===== src/rtl/downscale_pkg.sv =====
// Shared types for the streaming 2x downscale engine.
package downscale_pkg;

   typedef enum logic [2:0] {
      S_IDLE,
      S_REQ_TOP,
      S_WAIT_TOP,
      S_REQ_BOT,
      S_WAIT_BOT,
      S_WRITE,
      S_FIN
   } state_e;

   typedef enum logic {
      MODE_AVG = 1'b0,
      MODE_DEC = 1'b1
   } mode_e;

   // Added before the divide-by-4 so the box average rounds to nearest.
   localparam int unsigned ROUND_BIAS = 2;

endpackage


===== src/rtl/downscale_stream_simd_if.sv =====
// Memory-side bus of the downscale engine: N-lane read port and a single write port.
interface downscale_stream_simd_if #(
   parameter int N      = 4,
   parameter int ADDR_W = 16
) ();

   logic [N-1:0]             rd_req;
   logic [N-1:0][ADDR_W-1:0] rd_addr;
   logic [N-1:0]             rd_valid;
   logic [N-1:0][7:0]        rd_data;
   logic                     wr_en;
   logic [ADDR_W-1:0]        wr_addr;
   logic [7:0]               wr_data;

   modport master (
      output rd_req, rd_addr, wr_en, wr_addr, wr_data,
      input  rd_valid, rd_data
   );

   modport slave (
      input  rd_req, rd_addr, wr_en, wr_addr, wr_data,
      output rd_valid, rd_data
   );

endinterface


===== src/rtl/downscale_stream_simd_pair_reduce.sv =====
// Combinational 2x2 reduction of NP horizontal pixel pairs from two source rows.
module pair_reduce
   import downscale_pkg::*;
#(
   parameter int NP = 2
) (
   input  mode_e                 mode,
   input  logic [2*NP-1:0][7:0]  top,
   input  logic [2*NP-1:0][7:0]  bot,
   output logic [NP-1:0][7:0]    res
);

   for (genvar j = 0; j < NP; j++) begin : g_pair
      logic [9:0] sum;
      // Four 8-bit pixels plus the bias fit in 10 bits, so no overflow.
      assign sum    = {2'b00, top[2*j]} + {2'b00, top[2*j+1]}
                    + {2'b00, bot[2*j]} + {2'b00, bot[2*j+1]};
      assign res[j] = (mode == MODE_DEC) ? top[2*j]
                                         : 8'((sum + 10'(ROUND_BIAS)) >> 2);
   end

endmodule


===== src/rtl/downscale_stream_simd.sv =====
// Streaming 2x downscaler: reads one N-pixel chunk from each of two rows, writes N/2 results.
//
// state      | meaning
// S_IDLE     | waiting for start
// S_REQ_TOP  | issue N lane reads for the even source row
// S_WAIT_TOP | collect lanes until all N captured
// S_REQ_BOT  | issue N lane reads for the odd source row
// S_WAIT_BOT | collect lanes until all N captured
// S_WRITE    | emit N/2 reduced pixels on consecutive cycles
// S_FIN      | pulse done, drop busy
module downscale_stream_simd
   import downscale_pkg::*;
#(
   parameter int SRC_W    = 32,
   parameter int SRC_H    = 32,
   parameter int N        = 4,
   parameter int ADDR_W   = 16,
   parameter int DST_BASE = SRC_W * SRC_H
) (
   input  logic clk,
   input  logic rst,
   input  logic start,
   input  logic mode,
   output logic busy,
   output logic done,
   downscale_stream_simd_if.master mem
);

   localparam int NP = N / 2;
   localparam int JW = (NP > 1) ? $clog2(NP) : 1;
   localparam logic [ADDR_W-1:0] CCOL_LAST = ADDR_W'(SRC_W - N);
   localparam logic [ADDR_W-1:0] OROW_LAST = ADDR_W'(SRC_H / 2 - 1);

   state_e              state;
   mode_e               mode_q;
   logic [ADDR_W-1:0]   orow;
   logic [ADDR_W-1:0]   ccol;
   logic [JW-1:0]       j;
   logic [N-1:0]        mask;
   logic [N-1:0]        mask_nxt;
   logic [N-1:0][7:0]   top;
   logic [N-1:0][7:0]   bot;
   logic [NP-1:0][7:0]  red;
   logic [ADDR_W-1:0]   row_top;
   logic [ADDR_W-1:0]   row_bot;
   logic [ADDR_W-1:0]   dst_chunk;

   // Same-cycle arrivals count toward completion, so the FSM never idles a cycle.
   assign mask_nxt  = mask | mem.rd_valid;
   assign row_top   = orow * ADDR_W'(2 * SRC_W);
   assign row_bot   = row_top + ADDR_W'(SRC_W);
   assign dst_chunk = ADDR_W'(DST_BASE) + orow * ADDR_W'(SRC_W / 2) + (ccol >> 1);

   pair_reduce #(.NP(NP)) u_reduce (
      .mode (mode_q),
      .top  (top),
      .bot  (bot),
      .res  (red)
   );

   always_ff @(posedge clk) begin
      if (rst) begin
         state       <= S_IDLE;
         mode_q      <= MODE_AVG;
         orow        <= '0;
         ccol        <= '0;
         j           <= '0;
         mask        <= '0;
         top         <= '0;
         bot         <= '0;
         busy        <= 1'b0;
         done        <= 1'b0;
         mem.rd_req  <= '0;
         mem.rd_addr <= '0;
         mem.wr_en   <= 1'b0;
         mem.wr_addr <= '0;
         mem.wr_data <= '0;
      end else begin
         mem.rd_req <= '0;
         mem.wr_en  <= 1'b0;
         done       <= 1'b0;
         case (state)
            S_IDLE: begin
               if (start) begin
                  mode_q <= mode_e'(mode);
                  orow   <= '0;
                  ccol   <= '0;
                  j      <= '0;
                  busy   <= 1'b1;
                  state  <= S_REQ_TOP;
               end
            end
            S_REQ_TOP, S_REQ_BOT: begin
               mem.rd_req <= '1;
               mask       <= '0;
               for (int k = 0; k < N; k++) begin
                  mem.rd_addr[k] <= ((state == S_REQ_BOT) ? row_bot : row_top)
                                  + ccol + ADDR_W'(k);
               end
               state <= (state == S_REQ_TOP) ? S_WAIT_TOP : S_WAIT_BOT;
            end
            S_WAIT_TOP, S_WAIT_BOT: begin
               for (int k = 0; k < N; k++) begin
                  if (mem.rd_valid[k] && !mask[k]) begin
                     if (state == S_WAIT_TOP) top[k] <= mem.rd_data[k];
                     else                     bot[k] <= mem.rd_data[k];
                  end
               end
               mask <= mask_nxt;
               if (&mask_nxt) state <= (state == S_WAIT_TOP) ? S_REQ_BOT : S_WRITE;
            end
            S_WRITE: begin
               mem.wr_en   <= 1'b1;
               mem.wr_addr <= dst_chunk + ADDR_W'(j);
               mem.wr_data <= red[j];
               if (j == JW'(NP - 1)) begin
                  j <= '0;
                  if (ccol == CCOL_LAST) begin
                     ccol <= '0;
                     if (orow == OROW_LAST) begin
                        orow  <= '0;
                        state <= S_FIN;
                     end else begin
                        orow  <= orow + 1'b1;
                        state <= S_REQ_TOP;
                     end
                  end else begin
                     ccol  <= ccol + ADDR_W'(N);
                     state <= S_REQ_TOP;
                  end
               end else begin
                  j <= j + 1'b1;
               end
            end
            S_FIN: begin
               done  <= 1'b1;
               busy  <= 1'b0;
               state <= S_IDLE;
            end
            default: state <= S_IDLE;
         endcase
      end
   end

endmodule

===== src/flat_wrapper.sv =====
// flat-port wrapper written by rule: the top's interface ports become plain ports
module downscale_stream_simd_flat import downscale_pkg::*;
#(
   parameter int SRC_W    = 32,
   parameter int SRC_H    = 32,
   parameter int N        = 4,
   parameter int ADDR_W   = 16,
   parameter int DST_BASE = SRC_W * SRC_H
)
  (clk, rst, start, mode, busy, done, mem_rd_req, mem_rd_addr, mem_wr_en, mem_wr_addr, mem_wr_data, mem_rd_valid, mem_rd_data);
  downscale_stream_simd_if #(.N(N), .ADDR_W(ADDR_W)) mem_i ();
  input  logic clk;
  input  logic rst;
  input  logic start;
  input  logic mode;
  output logic busy;
  output logic done;
  output wire logic [$bits(mem_i.rd_req)-1:0] mem_rd_req;
  output wire logic [$bits(mem_i.rd_addr)-1:0] mem_rd_addr;
  output wire logic [$bits(mem_i.wr_en)-1:0] mem_wr_en;
  output wire logic [$bits(mem_i.wr_addr)-1:0] mem_wr_addr;
  output wire logic [$bits(mem_i.wr_data)-1:0] mem_wr_data;
  input wire logic [$bits(mem_i.rd_valid)-1:0] mem_rd_valid;
  input wire logic [$bits(mem_i.rd_data)-1:0] mem_rd_data;
  assign mem_rd_req = mem_i.rd_req;
  assign mem_rd_addr = mem_i.rd_addr;
  assign mem_wr_en = mem_i.wr_en;
  assign mem_wr_addr = mem_i.wr_addr;
  assign mem_wr_data = mem_i.wr_data;
  assign mem_i.rd_valid = mem_rd_valid;
  assign mem_i.rd_data = mem_rd_data;
  downscale_stream_simd #(.SRC_W(SRC_W), .SRC_H(SRC_H), .N(N), .ADDR_W(ADDR_W), .DST_BASE(DST_BASE)) u_core (.clk(clk), .rst(rst), .start(start), .mode(mode), .busy(busy), .done(done), .mem(mem_i));
endmodule

===== config.mk =====
export PLATFORM = sky130hd
export DESIGN_NAME = downscale_stream_simd_flat
export DESIGN_NICKNAME = d
export VERILOG_FILES = /design/src/rtl/downscale_pkg.sv /design/src/rtl/downscale_stream_simd_if.sv /design/src/rtl/downscale_stream_simd_pair_reduce.sv /design/src/rtl/downscale_stream_simd.sv /design/src/flat_wrapper.sv
export SDC_FILE = /design/constraint.sdc
export NUM_CORES = 1
export LEC_CHECK = 0
export BUFFER_PORTS_ARGS = -buffer_cell sky130_fd_sc_hd__buf_2
export CAP_MARGIN = 20
export CORE_MARGIN = 8
export CORE_UTILIZATION = 36
export DETAILED_ROUTE_END_ITERATION = 10
export GPL_ROUTABILITY_DRIVEN = 1
export GPL_TIMING_DRIVEN = 0
export PLACE_DENSITY = 0.62
export SYNTH_ARGS = -nofsm -noshare
export SYNTH_HDL_FRONTEND = slang
export SYNTH_SLANG_ARGS = --single-unit
export TNS_END_PERCENT = 10

===== constraint.sdc =====
create_clock -name clk -period 6 [get_ports clk]
set_input_delay 0.6 -clock clk [delete_from_list [all_inputs] [get_ports clk]]
set_output_delay 0.6 -clock clk [all_outputs]
set_load 0.01 [all_outputs]

==> metrics.yaml <==
sta:
  finalSetupViolCount: 0
  clock-skew-final_ps: 9.13
  hold_viol: 0
  rsz0062_at_grt: "false"
  hold_slack_ps: 408
  min_period_ps: 3780
  slew_violations: 0
  tightest_slew_ps: 717
  maxSlewHeadroom_pct: 52.2
  fmax_mhz: 265
  tns_ps: 0
  fin_crit_sh_pct: 63.0
floorplanning:
  start_util_pct: 36.7
  die_x_um: 177
  core_area_mm2: 0.0253
  dieArea_mm2: 0.0312
  pin_count: 135
  die_y_um: 177
  rows: 58
place:
  hpwl_um: 20000
  placed_cells: 1552
  gp_congestion: 0.861
  portBuffers: 130
  place_area_mm2: 0.0104
grt:
  gr-usage-met3_pct: 3.16
  antenna_found_initial: 0
  grt_busiest_layer: "met2"
  grt_util_all_layers_pct: 16.4
  grt_use_met2_pct: 28.8
  grt_pass1_vias: 7585
  grt_max_degree: 17
  gr-usage-met1_pct: 20.1
  grt_first_pass_wirelength_um: 40800
  grt.overflow.total: 0
final_layout:
  final_area_mm2: 0.0109
  area_delta_synth_final_pct: 17.7
  fillers: 2606
  nets: 1365
  stdcell_count: 1584
  drive_gt1_share_pct: 17.3
  antenna_cells: 0
power_and_ir_drop:
  ir_worst_vdd_mv: 0.179
  switching_share_pct: 26.8
  seqPwrFrac_pct: 46.7
  internal_power_w: 0.00178
  pwr-share-clk_pct: 44.4
  power.switching_w: 0.000652
  leakagePower_nw: 5.13
  p_comb_share_pct: 8.9
  p_per_area_mw_per_mm2: 223
clock_tree:
  cts_resized: 0
  clk_latency_ps: 430
  ctsHoldBuffers: 0
  cts_sinks: 166
  htreeDepth: 4
  cts_made_buffers: 17
  clockRootBuffer: "clkbuf_16"
  clkTransAtPathRegs_ps: 70
  clockBufferDepth: 2
  cts_tree: "built"
  post_cts_buffers: 0
synth:
  syn_area_mm2: 0.00928
  yosys.cell_types.count: 60
  synth_cells: 1088
  synth_ff_type: "dfxtp_1"
  synth-edff-count: 0
  syn_area_per_cell_um2: 8.53
  ys_seq_elements: 166
  async_flop_share_pct: 0
  ys_seq_area_share_pct: 35.8
  yosys_warnings: 0
worst_setup_path:
  cp.arrival_ps: 4070
  endpoint: "u_core.mem.wr_data[6]$_SDFFE_PP0P_"
  startpoint: "u_core.top[1]$_SDFFE_PP0P_"
  r2r_cells: 15
  cp-start-kind: "register"
  crit_path_max_fanout: 7
  timing.reg2reg.setup_slack_ps: 2220
  crit_slowest_cell: "fa_1"
  worstSetupPathType: "reg -> reg"
  rr_startpoint: "u_core.top[1]$_SDFFE_PP0P_"
  regToRegEndpoint: "u_core.mem.wr_data[6]$_SDFFE_PP0P_"
  slowest_delay_ps: 500
  crit_path_end_kind: "register"
  worstPathRequired_ps: 6290
  crit_chain: "ha_1 > a21o_1 > a21oi_1 > o21ai_0 > o41ai_1 > xor2_1 > fa_1 > inv_1 > ha_1 > a21oi_1 > nand2_1 > a41oi_1 > xnor2_1 > a221oi_1 > o21ai_0"
route:
  antenna_left: 0
  drcViolationCount: 0
  drt_wl_total_um: 25900
  first_iter_violations: 539
  viasPerCell: 5.03
  vias: 7973
  routedWlPerCell_um: 16.3
  first_pass_iters: 5
status:
  status: "finished, final reports clean"
flow_run:
  max_cap_violations: 0
min_path:
  min_from: "mem_rd_data[20]"
  hp-class: "in -> reg"
metal layers:
layer | wire length, um | part of all wire (%)
met1 | 11400 | 44
met2 | 12800 | 49
met3 | 1270 | 4.9
met4 | 357 | 1.4
met5 | 0 | 0
flip-flops by register name, summed over array words and instances, names as in the netlist:
register            count
u_core.mask             4
u_core.busy             1
u_core.mem.wr_addr     16
u_core.done             1
u_core.bot             32
u_core.mem.wr_data      8
u_core.top             32
u_core.mem.rd_addr     35
u_core.state            3
u_core.ccol            14
u_core.j                1
u_core.mem.rd_req       1
u_core.mem.wr_en        1
u_core.orow            16
u_core.mode_q           1
cells by family (layout without fill, tap and decap cells):
| group | Yosys count | after routing | synth area share (%) |
|---|---|---|---|
| flops | 166 | 166 | 35.8 |
| other cells | 1 | 5 | 0.0404 |
| simple gates | 386 | 386 | 19.4 |
| compound gates | 205 | 205 | 13.6 |
| buf+inv | 145 | 307 | 7.51 |
| xor+xnor | 59 | 59 | 5.57 |
| fa+ha+maj | 84 | 84 | 13.3 |
| mux | 42 | 42 | 4.81 |
final cells by class:
class	count	area (um2)	area share [%]
Clock buffer	18	429	3.93
Timing Repair Buffer	130	651	5.96
Buffer	80	453	4.15
Inverter	65	244	2.23
Multi-Input combinational cell	781	5280	48.3
Tap cell	330	413	3.78
Clock inverter	14	138	1.26
Sequential cell	166	3320	30.4
worst max-delay path, delay by kind of cell (launching register included):
family                   cells  cell delay [ps]
AO/OA/AOI/OAI                8             1740
adder cells (fa/ha/maj)      3             1120
flip-flops                   1              410
XOR/XNOR                     2              260
buffers and inverters        1               40
AND/OR/NAND/NOR              1               60
placed cells by master, fill, tap and decap left out, drive strengths merged, types with 6 or more instances in the layout:
cell type | synthesis | routed
xnor2 | 27 | 27
nor4 | 6 | 6
a211oi | 7 | 7
nand4 | 10 | 10
buf | 47 | 177
nor3b | 8 | 8
mux2i | 39 | 39
xor2 | 32 | 32
ha | 60 | 60
o21ai | 26 | 26
dfxtp | 166 | 166
a21oi | 101 | 101
o21a | 6 | 6
nor2b | 11 | 11
nand2 | 123 | 123
nor3 | 16 | 16
and3 | 13 | 13
clkinv | 2 | 7
a21o | 21 | 21
and4 | 6 | 6
nand3 | 62 | 62
fa | 24 | 24
nor2 | 107 | 107
clkbuf | 33 | 51
inv | 63 | 70
power groups by stage:
stage          registers, W  clock network, W  logic (W)
2_1_floorplan       0.00116                 0   0.000141
3_3_place_gp        0.00116                 0   0.000214
3_5_place_dp        0.00116                 0   0.000216
4_1_cts             0.00113           0.00110   0.000217
5_1_grt             0.00114           0.00115   0.000240
6_report            0.00113           0.00108   0.000217
cells in the mapped netlist, types with 13 or more instances:
master    instances  share of area, %
dfxtp_1         166                36
nand2_1         123               5.0
nor2_1          104               4.2
a21oi_1         100               5.4
inv_1            63               2.5
nand3_1          62               3.3
ha_1             60               8.1
mux2i_1          39               4.2
buf_4            35               2.8
clkbuf_1         33               1.3
xor2_1           32               3.0
xnor2_1          27               2.5
o21ai_0          26               1.4
fa_1             24               5.2
a21o_1           21               1.7
nor3_1           16              0.86
and3_1           13              0.88
through the flow:
step / total power (W) / utilization (%) / setup WS, ps
3_5_place_dp: 0.00138 / 41.0 / 2290
5_1_grt: 0.00252 / 43.3 / 1910
6_report: 0.00243 / 43.3 / 2220
2_1_floorplan: 0.00130 / - / 2710
4_1_cts: 0.00245 / 43.3 / 2280
3_3_place_gp: 0.00137 / 41.0 / 2290
worst min path at each step:
stage | endpoint | slack (ps) | depth (start not counted)
after floorplan | u_core.top[24]$_SDFFE_PP0P_ | 440 | 2
after global placement | u_core.mem.rd_addr[45]$_SDFFE_PP0P_ | 430 | 1
after detailed placement | u_core.mem.rd_addr[10]$_SDFFE_PP0P_ | 430 | 2
after CTS | u_core.bot[19]$_SDFFE_PP0P_ | 400 | 3
after global routing | u_core.bot[20]$_SDFFE_PP0P_ | 410 | 3
final | u_core.bot[20]$_SDFFE_PP0P_ | 410 | 3
Note: power is estimated with default switching activity, not from simulation.
